`src/rtl/uartrx.sv`:
```
// 8N1 UART receiver: 2-flop synchronised rx, mid-bit sampling, LSB-first byte assembly.
// Latency: rx_valid rises about 2 + CLKS_PER_BIT/2 + 9*CLKS_PER_BIT clocks after the start edge.
// Backpressure: none on the line; an unacked byte is overwritten and overrun is flagged.
module uartrx #(
    parameter int CLKS_PER_BIT = 104,
    parameter int WIDTH        = 8
) (
    input  logic             clk,
    input  logic             rst_n,
    input  logic             rx,
    output logic [WIDTH-1:0] rx_byte,
    output logic             rx_valid,
    input  logic             rx_ack,
    output logic             rx_busy,
    output logic             frame_err,
    output logic             overrun
);

    localparam int CW = $clog2(CLKS_PER_BIT);
    localparam int IW = $clog2(WIDTH);
    localparam logic [CW-1:0] HALF     = CW'(CLKS_PER_BIT / 2 - 1);
    localparam logic [CW-1:0] LAST     = CW'(CLKS_PER_BIT - 1);
    localparam logic [IW-1:0] LAST_IDX = IW'(WIDTH - 1);

    typedef enum logic [2:0] {IDLE, START, DATA, STOP, BREAK} state_t;

    state_t           state;
    logic             rx_m;
    logic             rx_s;
    logic [CW-1:0]    bit_cnt;
    logic [IW-1:0]    bit_idx;
    logic [WIDTH-1:0] shreg;

    assign rx_busy = (state != IDLE);

    always_ff @(posedge clk) begin
        if (!rst_n) begin
            state     <= IDLE;
            rx_m      <= 1'b1;
            rx_s      <= 1'b1;
            bit_cnt   <= '0;
            bit_idx   <= '0;
            shreg     <= '0;
            rx_byte   <= '0;
            rx_valid  <= 1'b0;
            frame_err <= 1'b0;
            overrun   <= 1'b0;
        end else begin
            rx_m <= rx;
            rx_s <= rx_m;

            // Ack clears first; any set event below in the same cycle overrides it.
            if (rx_ack) begin
                rx_valid  <= 1'b0;
                frame_err <= 1'b0;
                overrun   <= 1'b0;
            end

            case (state)
                IDLE: begin
                    if (!rx_s) begin
                        state   <= START;
                        bit_cnt <= '0;
                    end
                end
                START: begin
                    if (bit_cnt == HALF) begin
                        bit_cnt <= '0;
                        if (!rx_s) begin
                            state   <= DATA;
                            bit_idx <= '0;
                        end else begin
                            state <= IDLE;
                        end
                    end else begin
                        bit_cnt <= bit_cnt + CW'(1);
                    end
                end
                DATA: begin
                    if (bit_cnt == LAST) begin
                        bit_cnt <= '0;
                        shreg   <= {rx_s, shreg[WIDTH-1:1]};
                        if (bit_idx == LAST_IDX) begin
                            state <= STOP;
                        end else begin
                            bit_idx <= bit_idx + IW'(1);
                        end
                    end else begin
                        bit_cnt <= bit_cnt + CW'(1);
                    end
                end
                STOP: begin
                    if (bit_cnt == LAST) begin
                        bit_cnt <= '0;
                        if (rx_s) begin
                            // Leave mid stop bit so the next start edge is caught promptly.
                            rx_byte  <= shreg;
                            rx_valid <= 1'b1;
                            if (rx_valid && !rx_ack) begin
                                overrun <= 1'b1;
                            end
                            state <= IDLE;
                        end else begin
                            frame_err <= 1'b1;
                            state     <= BREAK;
                        end
                    end else begin
                        bit_cnt <= bit_cnt + CW'(1);
                    end
                end
                BREAK: begin
                    if (rx_s) begin
                        state <= IDLE;
                    end
                end
                default: state <= IDLE;
            endcase
        end
    end

endmodule

```
`config.mk`:
```
export PLATFORM = sky130hd
export DESIGN_NAME = uartrx
export DESIGN_NICKNAME = d
export VERILOG_FILES = /design/src/rtl/uartrx.sv
export SDC_FILE = /design/constraint.sdc
export NUM_CORES = 1
export LEC_CHECK = 0
export BUFFER_PORTS_ARGS = -buffer_cell sky130_fd_sc_hd__buf_2
export CORE_AREA = 2 2 64 51
export DETAILED_ROUTE_END_ITERATION = 10
export DIE_AREA = 0 0 66 53
export PLACE_DENSITY = 0.83
export SYNTH_ARGS = -nofsm -noshare
export SYNTH_HDL_FRONTEND = slang
export SYNTH_SLANG_ARGS = --single-unit
```
`constraint.sdc`:
```
create_clock -name clk -period 3.8 [get_ports clk]
set_input_delay 0.19 -clock clk [delete_from_list [all_inputs] [get_ports clk]]
set_output_delay 0.19 -clock clk [all_outputs]
set_load 0.02 [all_outputs]
```
==> impl_metrics.ini <==
[critical_path]
worstSetupEndpointType = flop
rrSetupSlack_ns = 2.00
start_kind = flop
worstSetupPathType = flop to flop
r2r_end = rx_byte[3]
r2r_start = bit_cnt[0]
crit_fanout = 18
cp_data_required_time_ns = 3.97
rr_worst_depth = 6
cp.arrival_ns = 1.97
crit_path_start = bit_cnt[0]

[hold_path]
hold_class = input pin to flop
min_path_cells = 2
whs_endpoint = rx_m
hp-start = rx

[grt]
grt_use_total_pct = 21.0
first_global_vias = 1206
grt_max_degree = 45
grt_pass1_wl_um = 5380
grt_antenna_before_repair = 0
overflow = 0

[place]
dp.cells = 216
dpl_cell_area_um2 = 1730
hpwl_um = 2190
portBuffers = 15
place_congestion = 0.855

[cts]
cts.hold.buffers_added = 0
htree_levels = 2
cts_root_buf = clkbuf_8
post_cts.repair.setup_buffers = 0
clock_sinks = 34
cts_buffers = 5
cts_buffer_depth = 2
cts_tree = done
path_clk_slew_ns = 0.06
clock_latency_ns = 0.28
cts-resized-gates = 0

[timing]
final_max_slew_viol_count = 0
rsz0062_at_grt = false
max-slew-margin-rel_pct = 57.9
fmax_ghz = 0.555
min_period_ns = 1.80
finClkSkew_ns = 0.00402
final.setup.tns_ns = 0
finalCritPeriodShare_pct = 47.5
hold_viol_final = 0
worstMarginPinSlew_ns = 0.631
setup_violations = 0

[yosys]
yosysSeqAreaShare_pct = 40.2
ys_ff_latch = 34
syn_nets = 180
synth_cells = 173
synth-simple-area-share_pct = 27.6
avgSynthCellArea_um2 = 9.78
synth_cell_types = 40
synth_xor_area_share_pct = 0
synth_top_family_by_area = simple AND/OR/NAND/NOR gates
syn-cell-area_um2 = 1690
ys_warn_count = 0
synthMuxAreaShare_pct = 4.73
yosys.area_share.adder_pct = 2.22
synth_compound_area_share_pct = 18.3

[cells_and_area]
final_cells = 223
nFillCells = 235
nets = 192
postLayoutCellArea_um2 = 1840
area_growth_pct = 8.73
drive_gt1_share_pct = 24.3
diodes = 0

[floorplan]
die_w_um = 66
die_y_um = 53
initial_core_util_pct = 59.4
io_pins = 16
num_rows = 17
die-area_um2 = 3500
core-area_um2 = 2850

[detailed_routing]
drc = 0
drt-vias-per-instance = 5.61
vias = 1252
drt_wl_total_um = 3100
wire_per_inst_um = 13.9
drtPass1Iterations = 4
ant_nets = 0
drt-initial-drc-count = 107

[pwr]
power.density_nw_per_um2 = 390
p_leak_nw = 0.728
peakVddDrop_mv = 0.269

[flow_run]
cap_violations = 0

[status]
outcome = completed
through the flow:
step | setup WS, ns | utilization [%] | hold slack [ns] | power (mW)
floorplan | 2.17 | - | 0.291 | 0.390
global placement | 2.07 | 60.6 | 0.370 | 0.392
detailed placement | 1.98 | 60.6 | 0.376 | 0.393
CTS | 1.98 | 64.5 | 0.0844 | 0.721
global route | 1.79 | 64.5 | 0.0976 | 0.740
finish | 2.00 | 64.5 | 0.0909 | 0.717
worst max-delay path: stages (launching register included):
cell	delay, ns
dfxtp_1	0.38
ha_1	0.26
nand4_4	0.15
nor3_4	0.26
nand4_4	0.34
nand3_1	0.23
o21ai_2	0.07
logic make-up after synthesis:
family,count (synthesis)
AOI/OAI and AO/OA,38
adders and majority gates,3
DFF,34
buffers and inverters,18
muxes,8
and+or+nand+nor,72
area by class of cell:
type,count,area [µm²],area share [%]
clock buffer,6,82.6,4.49
clock inverter,1,30.0,1.63
inverter,8,30.0,1.63
multi-input combinational,121,893,48.6
sequential,34,681,37.0
tap,38,47.5,2.59
timing repair buffer,15,75.1,4.08
registers in the layout, summed over array words and instances (netlist names):
signal,flops
rx_valid,1
bit_cnt,7
overrun,1
shreg,8
rx_byte,8
rx_s,1
frame_err,1
rx_m,1
bit_idx,3
state,3
synthesized netlist by cell type, drive strengths merged:
master / instances / share of area (%)
a21boi: 3 / 1.6
a21oi: 11 / 3.9
a2bb2oi: 1 / 0.52
and2: 1 / 0.37
and3: 2 / 0.81
buf: 7 / 4.2
clkbuf: 2 / 0.44
dfxtp: 34 / 40
dlygate4sd1: 1 / 0.52
ha: 3 / 2.2
inv: 8 / 1.8
mux2i: 8 / 4.7
nand2: 18 / 4.0
nand2b: 5 / 2.3
nand3: 17 / 5.3
nand3b: 3 / 1.3
nand4: 5 / 3.6
nand4bb: 1 / 1.6
nor2: 3 / 0.67
nor2b: 12 / 4.4
nor3: 1 / 0.96
nor3b: 1 / 0.74
nor4: 1 / 0.37
o211a: 1 / 0.59
o211ai: 1 / 0.74
o21ai: 15 / 6.7
o22ai: 4 / 1.5
o311ai: 1 / 1.6
o31ai: 1 / 1.3
or3b: 2 / 1.0
where the power goes:
group	switching (mW)	total [mW]	internal, mW
registers	0.00320	0.361	0.358
clock network	0.122	0.332	0.210
logic	0.0142	0.0240	0.00987
total	0.140	0.717	0.578
layout by cell type, fill, tap and decap left out, drive strengths merged:
master   count
bufinv       1
nor4         1
o22ai        4
nor2         3
nor2b       12
and2         1
o211ai       1
and3         2
a21boi       3
nand4bb      1
o21ai       15
nand3b       3
nor3         1
or3b         2
nand2b       5
a21oi       11
o31ai        1
nor3b        1
nand4        5
mux2i        8
a2bb2oi      1
buf         15
dfxtp       34
o311ai       1
clkbuf       6
nand2       18
o211a        1
nand3       17
inv          8
ha           3
per-layer routing:
metal	vias to the layer above	wire length (µm)	part of all wire, %	track usage, %
met2	35	1540	50	35.7
met3	8	123	4.0	5.11
met4	0	54	1.7	10.2
li1	629	-	-	-
met5	-	0	0	0
met1	580	1390	45	25.0
worst max path at each step:
stage | to | cells past startpoint | slack [ns]
6_report | rx_byte[3] | 6 | 2.00
3_5_place_dp | rx_byte[3] | 6 | 1.98
3_3_place_gp | rx_byte[0] | 6 | 2.07
4_1_cts | rx_byte[3] | 6 | 1.98
2_1_floorplan | bit_idx[0] | 7 | 2.17
5_1_grt | rx_byte[2] | 6 | 1.79
No activity file was read; power rests on OpenSTA's default activity.
